`config.mk`:
```
export PLATFORM = sky130hd
export DESIGN_NAME = xc_aesmix_arb
export DESIGN_NICKNAME = d
export VERILOG_FILES = /design/src/rtl/xc_aesmix_pkg.sv /design/src/rtl/xc_aesmix.sv /design/src/rtl/xc_aesmix_arb.sv
export SDC_FILE = /design/constraint.sdc
export NUM_CORES = 1
export LEC_CHECK = 0
export CAP_MARGIN = 20
export CORE_MARGIN = 4
export CORE_UTILIZATION = 45
export CTS_CLUSTER_DIAMETER = 40
export CTS_CLUSTER_SIZE = 25
export DETAILED_ROUTE_END_ITERATION = 10
export PLACE_DENSITY = 0.89
export SLEW_MARGIN = 20
export SYNTH_ARGS = -nofsm -noshare
export SYNTH_HDL_FRONTEND = slang
export SYNTH_SLANG_ARGS = --single-unit
export TNS_END_PERCENT = 30
```
`constraint.sdc`:
```
create_clock -name clock -period 2.7 [get_ports clock]
set_input_delay 0.54 -clock clock [delete_from_list [all_inputs] [get_ports clock]]
set_output_delay 0.54 -clock clock [all_outputs]
set_load 0.005 [all_outputs]
```
`src/rtl/xc_aesmix_pkg.sv`:
```
// xc_aesmix_pkg: shared FSM state type, operand width and GF(2^8) helpers
// for the xc_aesmix MixColumns unit and the xc_aesmix_arb arbiter.
package xc_aesmix_pkg;

   localparam int OP_W = 32;

   typedef enum logic [1:0] {
      IDLE = 2'd0,
      BUSY = 2'd1,
      DONE = 2'd2
   } xc_state_e;

   // Multiply by x in GF(2^8) with the AES polynomial.
   function automatic logic [7:0] xtime(input logic [7:0] a);
      return {a[6:0], 1'b0} ^ (a[7] ? 8'h1b : 8'h00);
   endfunction

   // Multiply by a 4-bit constant (covers 1,2,3 and 9,b,d,e).
   function automatic logic [7:0] gmul(input logic [7:0] a, input logic [3:0] k);
      logic [7:0] a2;
      logic [7:0] a4;
      logic [7:0] a8;
      a2 = xtime(a);
      a4 = xtime(a2);
      a8 = xtime(a4);
      return ({8{k[0]}} & a) ^ ({8{k[1]}} & a2) ^ ({8{k[2]}} & a4) ^ ({8{k[3]}} & a8);
   endfunction

   // Circulant coefficient for a byte at distance idx from the output row.
   function automatic logic [3:0] coef(input logic [1:0] idx, input logic enc);
      logic [3:0] k;
      case (idx)
         2'd0:    k = enc ? 4'h2 : 4'he;
         2'd1:    k = enc ? 4'h3 : 4'hb;
         2'd2:    k = enc ? 4'h1 : 4'hd;
         default: k = enc ? 4'h1 : 4'h9;
      endcase
      return k;
   endfunction

   // One output byte of (Inv)MixColumns; col byte 0 is the low byte.
   function automatic logic [7:0] mix_row(input logic [31:0] col, input logic [1:0] row,
                                          input logic enc);
      logic [7:0] acc;
      acc = '0;
      for (int j = 0; j < 4; j++) begin
         acc = acc ^ gmul(col[8*j +: 8], coef(2'(j) - row, enc));
      end
      return acc;
   endfunction

endpackage

```
`src/rtl/xc_aesmix.sv`:
```
// xc_aesmix: single-column AES (Inv)MixColumns unit.
// Column = {rs2[31:16], rs1[15:0]}, byte 0 in rs1[7:0].
// FAST = 1 computes all four bytes in one cycle; FAST = 0 shares logic for
// two bytes and takes two cycles. ready stays high until flush.
// valid must be held until ready; flush (or reset) clears the unit.
module xc_aesmix
   import xc_aesmix_pkg::*;
#(
   parameter logic FAST = 1'b1
) (
   input  logic            clock,
   input  logic            reset,
   input  logic            valid,
   input  logic [OP_W-1:0] rs1,
   input  logic [OP_W-1:0] rs2,
   input  logic            enc,
   input  logic            flush,
   output logic            ready,
   output logic [OP_W-1:0] result
);

   logic [31:0] col;
   logic        done_q;
   logic        unused_bits;

   assign col         = {rs2[31:16], rs1[15:0]};
   assign unused_bits = ^{rs1[31:16], rs2[15:0]};
   assign ready       = done_q;

   generate
      if (FAST) begin : g_fast
         // Whole column in one step.
         always_ff @(posedge clock) begin
            if (reset || flush) begin
               done_q <= 1'b0;
               result <= '0;
            end else if (valid && !done_q) begin
               done_q <= 1'b1;
               result <= {mix_row(col, 2'd3, enc), mix_row(col, 2'd2, enc),
                          mix_row(col, 2'd1, enc), mix_row(col, 2'd0, enc)};
            end
         end
      end else begin : g_area
         logic       step_q;
         logic [1:0] row_lo;
         logic [1:0] row_hi;
         logic [15:0] half;

         assign row_lo = {step_q, 1'b0};
         assign row_hi = {step_q, 1'b1};
         assign half   = {mix_row(col, row_hi, enc), mix_row(col, row_lo, enc)};

         // Low byte pair on the first step, high pair on the second.
         always_ff @(posedge clock) begin
            if (reset || flush) begin
               done_q <= 1'b0;
               step_q <= 1'b0;
               result <= '0;
            end else if (valid && !done_q) begin
               if (step_q) begin
                  result[31:16] <= half;
                  done_q        <= 1'b1;
                  step_q        <= 1'b0;
               end else begin
                  result[15:0] <= half;
                  step_q       <= 1'b1;
               end
            end
         end
      end
   endgenerate

endmodule

```
`src/rtl/xc_aesmix_arb.sv`:
```
// xc_aesmix_arb: round-robin sharing of one xc_aesmix unit by two requesters.
// Optional build macro XC_AESMIX_ARB_RESULT_REG_EN registers the result and
// delivers it from a DONE state one cycle later.
// Handshake: a requester raises reqN_valid and holds valid/rs1/rs2/enc stable
// until reqN_ready pulses for one cycle with reqN_result; dropping valid while
// granted aborts the op with no ready pulse. state is a debug view of the FSM.
module xc_aesmix_arb
   import xc_aesmix_pkg::*;
#(
   parameter logic FAST = 1'b1
) (
   input  logic            clock,
   input  logic            reset,
   input  logic            req0_valid,
   input  logic [OP_W-1:0] req0_rs1,
   input  logic [OP_W-1:0] req0_rs2,
   input  logic            req0_enc,
   output logic            req0_ready,
   output logic [OP_W-1:0] req0_result,
   input  logic            req1_valid,
   input  logic [OP_W-1:0] req1_rs1,
   input  logic [OP_W-1:0] req1_rs2,
   input  logic            req1_enc,
   output logic            req1_ready,
   output logic [OP_W-1:0] req1_result,
   output logic            gnt,
   output logic            busy,
   output logic [1:0]      state
);

   xc_state_e       state_q, state_d;
   logic            last_q, gnt_q, op_enc;
   logic [OP_W-1:0] op_rs1, op_rs2;
   logic            take, winner, done_op, own_valid;
   logic            deliver;
   logic [OP_W-1:0] deliver_data;
   logic            unit_valid, unit_flush, unit_ready;
   logic [OP_W-1:0] unit_result;
`ifdef XC_AESMIX_ARB_RESULT_REG_EN
   logic            capture;
   logic [OP_W-1:0] res_q;
`endif

   assign own_valid = gnt_q ? req1_valid : req0_valid;

   xc_aesmix #(.FAST(FAST)) u_mix (
      .clock  (clock),
      .reset  (!reset),
      .valid  (unit_valid),
      .rs1    (op_rs1),
      .rs2    (op_rs2),
      .enc    (op_enc),
      .flush  (unit_flush),
      .ready  (unit_ready),
      .result (unit_result)
   );

   // Next state, unit control and result delivery; everything idles in reset.
   always_comb begin
      state_d      = state_q;
      take         = 1'b0;
      winner       = 1'b0;
      done_op      = 1'b0;
      unit_valid   = 1'b0;
      unit_flush   = 1'b0;
      deliver      = 1'b0;
      deliver_data = '0;
`ifdef XC_AESMIX_ARB_RESULT_REG_EN
      capture      = 1'b0;
`endif
      if (reset) begin
         case (state_q)
            IDLE: begin
               if (req0_valid || req1_valid) begin
                  take    = 1'b1;
                  winner  = (req0_valid && req1_valid) ? !last_q : req1_valid;
                  state_d = BUSY;
               end
            end
            BUSY: begin
               unit_valid = 1'b1;
               if (!own_valid) begin
                  unit_flush = 1'b1;
                  done_op    = 1'b1;
                  state_d    = IDLE;
               end else if (unit_ready) begin
                  unit_flush = 1'b1;
`ifdef XC_AESMIX_ARB_RESULT_REG_EN
                  capture    = 1'b1;
                  state_d    = DONE;
`else
                  done_op      = 1'b1;
                  deliver      = 1'b1;
                  deliver_data = unit_result;
                  state_d      = IDLE;
`endif
               end
            end
`ifdef XC_AESMIX_ARB_RESULT_REG_EN
            DONE: begin
               done_op      = 1'b1;
               deliver      = 1'b1;
               deliver_data = res_q;
               state_d      = IDLE;
            end
`endif
            default: state_d = IDLE;
         endcase
      end
   end

   // FSM state, round-robin pointer, grant and operand latches.
   always_ff @(posedge clock) begin
      if (!reset) begin
         state_q <= IDLE;
         last_q  <= 1'b1;
         gnt_q   <= 1'b0;
         op_rs1  <= '0;
         op_rs2  <= '0;
         op_enc  <= 1'b0;
      end else begin
         state_q <= state_d;
         if (take) begin
            gnt_q  <= winner;
            op_rs1 <= winner ? req1_rs1 : req0_rs1;
            op_rs2 <= winner ? req1_rs2 : req0_rs2;
            op_enc <= winner ? req1_enc : req0_enc;
         end
         if (done_op) begin
            last_q <= gnt_q;
         end
      end
   end

`ifdef XC_AESMIX_ARB_RESULT_REG_EN
   // Result holding register for the DONE cycle.
   always_ff @(posedge clock) begin
      if (!reset) begin
         res_q <= '0;
      end else if (capture) begin
         res_q <= unit_result;
      end
   end
`endif

   assign req0_ready  = deliver && !gnt_q;
   assign req1_ready  = deliver && gnt_q;
   assign req0_result = {OP_W{req0_ready}} & deliver_data;
   assign req1_result = {OP_W{req1_ready}} & deliver_data;
   assign busy        = reset && (state_q != IDLE);
   assign gnt         = busy && gnt_q;
   assign state       = reset ? state_q : IDLE;

endmodule

```
### Yosys cells after proc, flatten, opt, wreduce, memory -nomap -nowiden

Cells that the tools add are included.

| storage, ports and cells | value |
|---|---|
| bits in registers | 86 |
| bits of input ports | 134 |
| output and inout bits | 70 |
| word-level logic and storage cells | 217 |

| cells by class | value |
|---|---|
| equal/unequal tests | 3 |
| muxes and demuxes | 53 |
| bitwise logic cells | 138 |
| reductions and logical operators | 15 |

Operators by type and width:

| kind | number |
|---|---|
| $xor 8x8->8 | 69 |
| $and 8x8->8 | 64 |
| $mux 32 | 5 |
| $and 32x32->32 | 2 |
| $mux 5 | 12 |
| $mux 4 | 12 |
| $xor 8x5->8 | 3 |
| $mux 1 | 18 |
| $mux 16 | 1 |
| $mux 2 | 4 |
| $logic_and 1x1->1 | 6 |
| $logic_not 1->1 | 4 |
| $pmux 2 s2 | 1 |
| $ne 3x2->1 const B | 1 |
| $eq 2x1->1 const B | 1 |
| $logic_not 2->1 | 1 |
| $logic_or 1x1->1 | 2 |
| $ne 2x2->1 const B | 1 |
| $reduce_and 2->1 | 1 |
| $reduce_bool 2->1 | 1 |

### Longest topological paths before layout

| depth | value |
|---|---|
| depth in word-level cells | 13 |
| gate-level depth with buffers | 8 |
| gate-level depth less buffers | 7 |

### Cells and area by module

Synthesis repeated with hierarchy kept, for this count alone.

| second synthesis, totals | value |
|---|---|
| cell total of the unflattened synthesis | 872 |
| area, all modules | 7672.4 um^2 |

Modules (own cells, without submodules):

| module | times used | cells each | area an instance (um^2) | seq. area each (um^2) |
|---|---|---|---|---|
| xc_aesmix_arb | 1 | 459 | 4083.9 | 1361.3 |
| xc_aesmix | 1 | 413 | 3588.4 | 660.6 |

### Worst setup path before layout

Ideal clock, no wire load.

| timing | value |
|---|---|
| path kind | register to register |
| start | register op_rs1[14] |
| end | register u_mix.result[5] |
| setup time | 0.070 ns |
| arrival | 2.150 ns |
| data required time | 2.630 ns |
| setup slack | 0.479 ns |
| stages on the path, launching flop included | 8 |
| buffers on the path | 1 |
| period minus slack after synthesis | 2.221 ns |
| path through | dfxtp_1 -> buf_2 -> xnor2_4 -> xnor3_1 -> xor3_1 -> nor2_4 -> xor3_1 -> o21ai_1 |

| on the way | value |
|---|---|
| word-level cells in the longest chain between the ends | 9 |

RTL lines:

| what | RTL line | text |
|---|---|---|
| start: declaration | xc_aesmix_arb.sv:33 | `logic [OP_W-1:0] op_rs1, op_rs2;` |
| start signal: assignment | xc_aesmix_arb.sv:125 | `op_rs1 <= winner ? req1_rs1 : req0_rs1;` |
| $xor 8x5->8 | xc_aesmix_pkg.sv:15 | `return {a[6:0], 1'b0} ^ (a[7] ? 8'h1b : 8'h00);` |
| $mux 5 | xc_aesmix_pkg.sv:15 |  |
| $xor 8x5->8 | xc_aesmix_pkg.sv:15 |  |
| $xor 8x8->8 | xc_aesmix_pkg.sv:15 |  |
| $and 8x8->8 | xc_aesmix_pkg.sv:26 | `return ({8{k[0]}} & a) ^ ({8{k[1]}} & a2) ^ ({8{k[2]}} & a4) ^ ({8{k[3]}} & a8);` |
| $xor 8x8->8 | xc_aesmix_pkg.sv:26 |  |
| $xor 8x8->8 (3 in series) | xc_aesmix_pkg.sv:47 | `acc = acc ^ gmul(col[8*j +: 8], coef(2'(j) - row, enc));` |
| end signal: assignment | xc_aesmix.sv:39 | `result <= {mix_row(col, 2'd3, enc), mix_row(col, 2'd2, enc),` |
| end: declaration | xc_aesmix.sv:19 | `output logic [OP_W-1:0] result` |

Every way passes these cells.
A chain may end at the register's enable or synchronous reset.

### Worst setup path after layout

| timing | value |
|---|---|
| start | input reset |
| end | output req0_ready |

| on the way | value |
|---|---|
| word-level cells in the longest chain between the ends | 2 |

RTL lines:

| what | RTL line | text |
|---|---|---|
| start: declaration | xc_aesmix_arb.sv:13 | `input logic reset,` |
| $mux 1 | xc_aesmix_arb.sv:71 | `if (reset) begin` |
| $logic_and 1x1->1 | xc_aesmix_arb.sv:146 | `assign req0_ready = deliver && !gnt_q;` |
| end: declaration | xc_aesmix_arb.sv:18 | `output logic req0_ready,` |

Every way passes these cells.

==> results.txt <==
max incr delay on CP = 510 ps
first-iteration detailed-routing DRC count = 132
Pre-Repair DR Iteration Count = 4
starting density of the core = 46.48%
Die Ht = 117.1 um
Top FF cell, synth = dfxtp_1
number of global-route vias before repair = 4,300
Yosys top cell by area = dfxtp_1
CP Class = input pin to output port
max-cap viol count = 0
Max Fclk = 374.1 MHz
CTS tree = done
Top delay family on crit path = buffers and inverters
Slew @ Worst Pin = 585.0 ps
busiest grt layer = met2
r2r startpoint = op_rs2[30]$_SDFFE_PN0P_
Clk Latency, worst-skew pair = 330 ps
layout cells sized above 1 = 8.456%
Tot Pwr = 5.810 mW
final setup violation count = 0
die width = 117.1 um
post-synth net total = 751
Clock Skew = 8.606 ps
status = finished clean
core area = 11,520 sq um
Port Buffers = 138
Area growth, synth to finish = 35.62%
flops & latches, synth = 69
share of the synthesized area in the top cell type = 25.81%
Final #Nets = 875
met2 Use GR = 35.46%
most used cell, CP = clkdlybuf4s50_1
dpl cells = 869
Non-Filler Instances = 888
Worst setup SP type = input pin
Worst Hold Class = flip-flop to flip-flop
cts bufs inserted = 9
Leak = 3.371 nW
Residual DRC = 0
r2r endpoint = u_mix.result[5]$_SDFFE_PP0P_
setup tns final = 0 ps
Final Critical Period = 2673 ps
Hold Path Depth = 2
final hold viol count = 0
Req. time, crit path = 2160 ps
top-count cell post-synth = xnor2_1
total wire length = 13.57 mm
crit-path cells = clkdlybuf4s50_1 -> and2_4 -> nand2_2 -> nor3_4 -> buf_12 -> clkdlybuf4s50_1
number of synthesized flops with an enable pin = 0
largest net degree at the start of global routing = 69
clock sinks = 69
Final period util = 98.99%
CP max stage cell = clkdlybuf4s50_1
gpl congestion = 0.9190
full die area = 13,700 sq um
number of top-level pins = 204
WL per Instance = 15.28 um
top cells by area, synth = dfxtp_1, xnor2_1, and2_1
Syn Area/Cell = 8.675 sq um
row count = 39
Post-Syn Instances = 617
Async SR Flop Fraction = 0%
via count = 4,321
Root Buffer = clkbuf_16
Final Max Tran Viols = 0
critical path arrival = 2130 ps
Total GRT Usage = 20.42%
worst path bufs/invs = 3
library cells used by synthesis = 36
met1 Use GR = 26.60%
post-DP HPWL = 10.97 mm
vias per cell = 4.866
critical path fanouts, max = 33
met3 Track Usage GR = 2.674%
commonest cells in the netlist = xnor2_1, dfxtp_1, and2_1, xor2_1, o21ai_0
Hold Path Origin = u_mix.result[2]$_SDFFE_PP0P_
diode count = 0
WHS Endpoint = u_mix.result[2]$_SDFFE_PP0P_
htree depth = 3
Reg clk slew, reported paths = 50 ps
Rel. slew slack = 60.94%
pwr dens = 800.3 nW/um^2
Routed Antenna Nets = 0
gr ovfl total = 0
post-synthesis sequential area ratio = 25.81%
FF-to-FF setup slack = 190 ps
RSZ-0062 raised after global routing = true
maximum VDD drop = 375.8 uV
clk buf depth = 2
area of the mapped netlist = 5353 sq um
initial antenna violation count = 0
Yosys warnings = 0
CP endpoint kind = output port
first-pass GRT wire length = 21.80 mm
reg2reg path depth = 6
layout by cell type, fill, tap and decap left out, types with 2 or more instances in the layout:
cell type	count
mux2i_1	33
nand2_1	36
a211oi_1	14
nor2b_1	3
a21oi_1	11
dfxtp_1	69
and2_1	65
o21ai_0	41
nor2_4	2
nor3_1	2
nand2b_1	2
nand3_1	36
inv_1	2
buf_12	5
clkinv_2	2
xor2_1	42
dlymetal6s2s_1	6
buf_4	25
xnor3_1	12
clkbuf_16	9
dlygate4sd2_1	59
clkdlybuf4s50_1	73
xnor2_4	2
xnor2_1	130
xnor2_2	3
nor2_1	36
clkbuf_8	2
nor2_2	2
xor3_1	4
final cells by class:
type,count,area [sq um]
Fill cell,944,4257
Multi-Input combinational cell,490,3754
Timing Repair Buffer,169,1638
Sequential cell,69,1381
Clock buffer,11,252.7
Tap cell,143,178.9
Clock inverter,4,47.55
Inverter,2,7.507
metrics by stage:
| step | utilization (%) | setup slack (ps) | hold WS, ps | instance area (sq um) |
|---|---|---|---|---|
| floorplan | - | 479.5 | 429.4 | 5353 |
| global placement | 60.23 | -92.72 | 450.1 | 6937 |
| detailed placement | 60.23 | -165.3 | 451.6 | 6937 |
| CTS | 62.84 | -122.4 | 458.2 | 7237 |
| global route | 63.04 | -41.10 | 491.7 | 7259 |
| finish | 63.04 | 27.24 | 458.2 | 7259 |
where the power goes:
group / switching, mW / internal (mW) / leakage (nW) / total (mW)
clock: 0.429 / 0.756 / 0.147 / 1.18
combinational: 1.55 / 1.76 / 2.66 / 3.31
sequential: 0.170 / 1.15 / 0.567 / 1.32
tightest hold or removal path, delay by kind of cell, from the launching register on:
kind               cells  cell delay [ps]
AOI/OAI and AO/OA      1               50
and+or+nand+nor        1               50
DFF                    1              310
flip-flops by register name, indices dropped and copies added, names as in the netlist:
name and count:
gnt_q 1, last_q 1, op_enc 1, op_rs1 16
op_rs2 16, state_q 1, u_mix.ready 1, u_mix.result 32
routing by layer:
| layer | vias up | wire length, um |
|---|---|---|
| met5 | - | 0 |
| met4 | 0 | 193 |
| met3 | 15 | 697 |
| met2 | 136 | 6435 |
| met1 | 1929 | 6242 |
| li1 | 2241 | - |
logic make-up (layout without fill, tap and decap cells):
kind of cell / after synthesis / after routing / synth area share [%]
XOR/XNOR: 195 / 195 / 37.66
buffers and inverters: 58 / 186 / 4.815
AO/OA/AOI/OAI: 72 / 72 / 7.691
multiplexers: 33 / 33 / 6.171
other: 1 / 1 / 0.07006
flip-flops: 69 / 69 / 25.81
AND/OR/NAND/NOR: 189 / 189 / 17.79
worst max-delay path by stage:
stage                       startpoint                      endpoint  slack [ps]  cells past startpoint
2_1_floorplan  op_rs1[14]$_SDFFE_PN0P_  u_mix.result[5]$_SDFFE_PP0P_         480                      7
3_3_place_gp                     reset               req1_result[30]         -90                      7
3_5_place_dp                     reset               req1_result[17]        -170                      7
4_1_cts                          reset               req1_result[25]        -120                      8
5_1_grt                          reset                    req0_ready         -40                      6
6_report                         reset                    req0_ready          30                      6
timing repair:
item	CTS	global route
pin swaps	1	1
cloned	1	0
endpoints found under the hold margin	0	0
setup endpoints to repair	65	7
buffers inserted	2	1
hold buffers	0	0
gates resized for setup	65	6
(Power assumes the default switching activity.)
